## src/rtl/cmp_pkg.sv

```systemverilog
// Shared definitions for the bit-serial equality comparator controller:
// state encoding and the index-width helper.
package cmp_pkg;

  typedef logic [1:0] cmp_state_t;

  localparam cmp_state_t ST_IDLE = 2'd0;
  localparam cmp_state_t ST_SCAN = 2'd1;
  localparam cmp_state_t ST_DONE = 2'd2;

  // Index counter width; a one-bit operand still needs a one-bit index.
  function automatic int unsigned CMP_IDX_W(input int unsigned w);
    return (w <= 1) ? 1 : $clog2(w);
  endfunction

endpackage

```

## src/rtl/cmp_bit_cell.sv

```systemverilog
// Single-bit XNOR compare cell; the one shared resource the controller sequences.
module cmp_bit_cell (
  input  logic a_i,
  input  logic b_i,
  output logic out_c
);

  assign out_c = ~(a_i ^ b_i);

endmodule

```

## src/rtl/cmp_seq_ctrl.sv

```systemverilog
// Bit-serial equality comparator controller: scans two captured operands MSB->LSB
// through one shared compare cell. Define CMP_SEQ_MAG_EN to add gt/lt outputs.
module cmp_seq_ctrl
  import cmp_pkg::*;
#(
  parameter int unsigned W = 4
) (
  input  logic         clk,
  input  logic         rst_n,
  input  logic         start,
  input  logic [W-1:0] a,
  input  logic [W-1:0] b,
  output logic         busy,
  output logic         done,
  output logic         equal
`ifdef CMP_SEQ_MAG_EN
  ,
  output logic         gt,
  output logic         lt
`endif
);

  localparam int unsigned IDX_W = CMP_IDX_W(W);

  cmp_state_t       state_q, state_d;
  logic [W-1:0]     ra_q, ra_d;
  logic [W-1:0]     rb_q, rb_d;
  logic [IDX_W-1:0] idx_q, idx_d;
  logic             busy_q, busy_d;
  logic             done_q, done_d;
  logic             equal_q, equal_d;
  logic             match_c;
`ifdef CMP_SEQ_MAG_EN
  logic             gt_q, gt_d;
  logic             lt_q, lt_d;
`endif

  cmp_bit_cell u_cell (
    .a_i   (ra_q[idx_q]),
    .b_i   (rb_q[idx_q]),
    .out_c (match_c)
  );

  // Next-state and registered-output logic.
  always_comb begin
    state_d = state_q;
    ra_d    = ra_q;
    rb_d    = rb_q;
    idx_d   = idx_q;
    equal_d = equal_q;
`ifdef CMP_SEQ_MAG_EN
    gt_d    = gt_q;
    lt_d    = lt_q;
`endif
    case (state_q)
      ST_IDLE: begin
        if (start) begin
          ra_d    = a;
          rb_d    = b;
          idx_d   = IDX_W'(W - 1);
          equal_d = 1'b0;
`ifdef CMP_SEQ_MAG_EN
          gt_d    = 1'b0;
          lt_d    = 1'b0;
`endif
          state_d = ST_SCAN;
        end
      end
      ST_SCAN: begin
        if (!match_c) begin
          equal_d = 1'b0;
`ifdef CMP_SEQ_MAG_EN
          gt_d    = ra_q[idx_q];
          lt_d    = rb_q[idx_q];
`endif
          state_d = ST_DONE;
        end else if (idx_q == '0) begin
          equal_d = 1'b1;
          state_d = ST_DONE;
        end else begin
          idx_d = idx_q - IDX_W'(1);
        end
      end
      ST_DONE: state_d = ST_IDLE;
      default: state_d = ST_IDLE;
    endcase
    busy_d = (state_d != ST_IDLE);
    done_d = (state_d == ST_DONE);
  end

  // Synchronous reset abandons any pending compare without a done pulse.
  always_ff @(posedge clk) begin
    if (!rst_n) begin
      state_q <= ST_IDLE;
      ra_q    <= '0;
      rb_q    <= '0;
      idx_q   <= '0;
      busy_q  <= 1'b0;
      done_q  <= 1'b0;
      equal_q <= 1'b0;
`ifdef CMP_SEQ_MAG_EN
      gt_q    <= 1'b0;
      lt_q    <= 1'b0;
`endif
    end else begin
      state_q <= state_d;
      ra_q    <= ra_d;
      rb_q    <= rb_d;
      idx_q   <= idx_d;
      busy_q  <= busy_d;
      done_q  <= done_d;
      equal_q <= equal_d;
`ifdef CMP_SEQ_MAG_EN
      gt_q    <= gt_d;
      lt_q    <= lt_d;
`endif
    end
  end

  assign busy  = busy_q;
  assign done  = done_q;
  assign equal = equal_q;
`ifdef CMP_SEQ_MAG_EN
  assign gt    = gt_q;
  assign lt    = lt_q;
`endif

endmodule

```

## config.mk

```make
export PLATFORM = sky130hd
export DESIGN_NAME = cmp_seq_ctrl
export DESIGN_NICKNAME = d
export VERILOG_FILES = /design/src/rtl/cmp_pkg.sv /design/src/rtl/cmp_bit_cell.sv /design/src/rtl/cmp_seq_ctrl.sv
export SDC_FILE = /design/constraint.sdc
export NUM_CORES = 1
export LEC_CHECK = 0
export CAP_MARGIN = 20
export CORE_ASPECT_RATIO = 0.9
export CORE_MARGIN = 1.5
export CORE_UTILIZATION = 48
export DETAILED_ROUTE_END_ITERATION = 10
export PLACE_DENSITY = 0.75
export SLEW_MARGIN = 20
export SYNTH_ARGS = -nofsm -noshare
export SYNTH_HDL_FRONTEND = slang
export SYNTH_SLANG_ARGS = --single-unit
export TNS_END_PERCENT = 30
```

## constraint.sdc

```tcl
create_clock -name clk -period 1.6 [get_ports clk]
set_input_delay 0.16 -clock clk [delete_from_list [all_inputs] [get_ports clk]]
set_output_delay 0.16 -clock clk [all_outputs]
set_load 0.05 [all_outputs]
```

**Word-level counts from Yosys, hierarchy flattened**

Cells that the tools add are included.
W data, S select, Z words.

- Register bits: 15
- Input bits: 11
- Output and inout port bits: 3
- Logic and storage cells: 39

- $add $sub $neg: 1
- Magnitude comparators: 1
- Eq/ne operators: 6
- Mux-type cells: 16
- Bitwise gates (word level): 1
- Reductions and logical operators: 7

Operator list:

| operator | number |
|---|---|
| $mux W2 | 6 |
| $pmux W2 S2 | 2 |
| $ne A2 B2 Y1 const B | 3 |
| $mux W1 | 5 |
| $bmux W1 S2 | 2 |
| $logic_not A2 Y1 | 2 |
| $reduce_and A4 Y1 | 1 |
| $reduce_bool A2 Y1 | 2 |
| $lt A2 B3 Y1 const B | 1 |
| $ne A3 B3 Y1 const B | 1 |
| $reduce_and A3 Y1 | 1 |
| $eq A2 B1 Y1 const B | 1 |
| $eq A2 B2 Y1 const B | 1 |
| $pmux W1 S2 | 1 |
| $reduce_and A2 Y1 | 1 |
| $sub A2 B1 Y2 const B | 1 |
| $xor A1 B1 Y1 | 1 |

**Longest topological paths before layout**

- Depth in word-level cells: 6
- Mapped depth: 5
- Depth with buffers taken out: 5

**By module**

From an unflattened synthesis, not the netlist that was laid out.

- Cells, all modules: 63
- Area, all modules: 668.1 um^2

Modules (own cells, without submodules):

| module | times used | cells each | area each (um^2) | seq. area each (um^2) |
|---|---|---|---|---|
| cmp_seq_ctrl | 1 | 62 | 659.4 | 300.3 |
| cmp_bit_cell | 1 | 1 | 8.8 | 0.0 |

**Worst setup path after synthesis**

OpenSTA, ideal clock, no wires.

- Kind: reg2reg
- Start: register idx_q[0]
- End: register idx_q[0]
- Setup time: 0.122 ns
- Arrival time: 1.216 ns
- Required time: 1.478 ns
- Setup slack: 0.262 ns
- Cell stages (with the launch flop): 6
- Path buffers: 0
- Period minus slack after synthesis: 1.338 ns
- Cells stage by stage: dfxtp_1 -> inv_1 -> ha_1 -> and2b_1 -> a21boi_0 -> o311a_1

- Cells in the longest elaborated chain, start to end: 5
- Elaborated cells between the ends (all ways): 13
- Classes of those cells: 1 x add/sub; 2 x eq/ne; 7 x mux; 1 x bitwise; 2 x reduce/logical

Ends and longest elaborated chain:

| what | line | text |
|---|---|---|
| start, declared | cmp_seq_ctrl.sv:28 | `logic [IDX_W-1:0] idx_q, idx_d;` |
| start signal, assigned | cmp_seq_ctrl.sv:109 | `idx_q <= idx_d;` |
| $bmux W1 S2, on equally long branches | cmp_seq_ctrl.sv:39, cmp_seq_ctrl.sv:40 |  |
| $mux W1, on equally long branches | cmp_seq_ctrl.sv:39, cmp_seq_ctrl.sv:40 |  |
| $xor A1 B1 Y1 | cmp_bit_cell.sv:8 | `assign out_c = ~(a_i ^ b_i);` |
| $ne A2 B2 Y1 (no line) | -- |  |
| $reduce_and A4 Y1 (no line) | -- |  |

Several ways; a longest one is shown, not always the timed one. The select of a mux whose other input is x is not followed.
A chain may end at the register's enable or synchronous reset.

**Final worst setup path**

- Start: register busy_q, in the netlist busy
- End: output port busy

RTL lines:

| what | line | text |
|---|---|---|
| start, declared | cmp_seq_ctrl.sv:29 | `logic busy_q, busy_d;` |
| start signal, assigned | cmp_seq_ctrl.sv:110 | `busy_q <= busy_d;` |
| end, declared | cmp_seq_ctrl.sv:13 | `output logic busy,` |

No word-level cell between the ends.

==> metrics.cfg <==
[global_route]
first_global_vias=550
grt_remaining_overflow=0
grt_use_met1=0.2185
grt_pass1_wl_um=2270
met2_usage=0.3060
grt_busiest_layer=met2
grt_usage=0.1938
global_route.usage.met3=0.07009
grt_max_degree=10
antenna_found_initial=0

[synth]
ys_ff_latch=15
syn_area_sq_um=699.4
synthCells=71
syn_area_per_cell_sq_um=9.851
ys_seq_area_frac=0.4293
ys_warn_count=0
synth_cell_types=24
synth_nets=83

[place]
io_buffers=13
dp_cells=100
gp_congestion=0.7414
hpwlAfterDp_um=1002

[critical_path]
ff2ff_path_depth=5
crit_buf_inv=1
critPathTopFamily=buffers and inverters
r2r_end=idx_q[0]
slowest_stage=clkdlybuf4s50_1
cp.depth=1
crit_type=reg -> out
critPathArrivalTime_ns=1.39
r2r-start=idx_q[1]
r2r_setup_slack_ns=0.22
crit_fanout=1
slowest_delay_ns=0.79
cp_cell_sequence=clkdlybuf4s50_1
crit_path_end=busy
crit_path_end_kind=output port
startpoint=busy
required_ns=1.44
startpoint_type=flop

[routing]
drc=0
final_antenna_net_count=0
wire_per_inst_um=12.38
drt_wl_total_um=1287
viasPerCell=5.183
vias=539
drtIter0Drc=4
first_pass_iters=4

[pwr]
power_density_mw_per_mm2=1022
peakVddDrop_v=0.0007046
p_leak_nw=0.3830

[sta]
fin_crit_sh=0.9685
tns_ns=0
finalSetupViolations=0
hold_viol_final=0
period_needed_ns=1.550
timing.fmax_mhz=645.3
max_slew.worst_pin.slew_ns=0.4859
maxSlewViolCount=0
clock_skew_ns=0.005960
rsz0062_at_grt=no
max-slew-margin-rel=0.6751

[finish]
layout_commonest_cell=dfxtp_1
final_cell_mix=dfxtp_1, nor2_1, clkdlybuf4s50_1
seq_area_sq_um=300.3
final_cells=104
drive_gt1_frac=0.1667
multi_input_area_sq_um=375.4
area_growth_pct=26.83
fillers=111
final_nets=103
diodes=0

[clock_network]
ctsHoldBuffers=0
cts_buffers=3
cts_resized=0
clk_path_buf_depth=2
worstSkewPairLatency_ns=0.29
clock-sinks=15
root_buffer=clkbuf_4
cts_tree=built
clkTransAtPathRegs_ns=0.09
postCtsSetupRepairBufs=0
htree_num_levels=1

[floorplanning]
die_area_sq_mm=0.001695
core_area_sq_mm=0.001291
row_count=12
start_util=0.5417
ios=14
die_y_um=39.22
die_width_um=43.24

[min_path]
whs_path_depth=3
min_path_type=in -> reg

[run_status]
status=finished clean

[job]
cap_violations=0

==> kinds of logic after synthesis <==
| kind of cell | after synthesis | share of synthesized area |
|---|---|---|
| xor gates and xnor gates | 4 | 0.05008 |
| adders and majority gates | 1 | 0.01789 |
| DFF | 15 | 0.4293 |
| muxes | 13 | 0.2093 |
| and+or+nand+nor | 21 | 0.1324 |
| buffers and inverters | 6 | 0.03397 |
| AOI/OAI and AO/OA | 11 | 0.1270 |
==> through the flow <==
stage / setup WS (ns) / utilization / area, sq um / total power [mW] / hold slack [ns]
2_1_floorplan: 0.2619 / - / 699.4 / 0.6145 / 0.2758
3_3_place_gp: 0.1910 / 0.6657 / 859.6 / 0.6872 / 0.4948
3_5_place_dp: 0.1441 / 0.6657 / 859.6 / 0.6946 / 0.4962
4_1_cts: 0.03709 / 0.6870 / 887.1 / 0.9188 / 0.4647
5_1_grt: 0.03469 / 0.6870 / 887.1 / 0.9527 / 0.5115
6_report: 0.05043 / 0.6870 / 887.1 / 0.9066 / 0.4738
==> area by class of cell <==
| cell class | count | share of cell area |
|---|---|---|
| clock buffer | 3 | 0.02539 |
| clock inverter | 1 | 0.005642 |
| inverter | 5 | 0.02116 |
| multi-input combinational | 50 | 0.4231 |
| sequential | 15 | 0.3385 |
| tap | 14 | 0.01975 |
| timing repair buffer | 16 | 0.1664 |
==> worst min path at each step <==
stage	end	startpoint
final	ra_q[2]	a[2]
after global routing	ra_q[3]	a[3]
after CTS	rb_q[2]	b[2]
after detailed placement	equal	equal
after global placement	rb_q[2]	rb_q[2]
after floorplan	busy	start
==> report_power, final <==
part	switching, mW	internal (mW)
clock network	0.127	0.0930
logic	0.125	0.129
registers	0.0260	0.407
==> sequential cells by signal, indices dropped and copies added (netlist names) <==
register and count:
ra_q 4, state_q 2, rb_q 4, done 1, equal 1, busy 1, idx_q 2
==> metal layers <==
layer / vias up / routed length [um]
met4: 0 / 24
met5: - / 0
met1: 242 / 617
met2: 10 / 593
li1: 283 / -
met3: 4 / 52
==> worst min-delay path: cells and delay by family <==
kind	cells	cell delay, ns
AND/OR/NAND/NOR	1	0.05
multiplexers	1	0.13
buffers and inverters	1	0.39
==> cells in the mapped netlist (all sizes together) <==
cell    instances  share of area
inv             4          0.021
nand2           3          0.016
mux2            3          0.048
buf             1         0.0071
nor2           12          0.064
a21boi          1          0.011
dfxtp          15           0.43
o21ai           3          0.021
a211oi          1          0.011
o211a           2          0.029
nor2b           3          0.027
a311oi          1          0.021
and2b           1          0.011
nor3            1         0.0071
ha              1          0.018
o311a           1          0.014
mux2i           9           0.13
mux4            1          0.032
xnor2           4          0.050
clkinv          1         0.0054
a221oi          1          0.013
a21oi           1         0.0071
nand3           1         0.0071
Power figures use the tool's default switching activity.
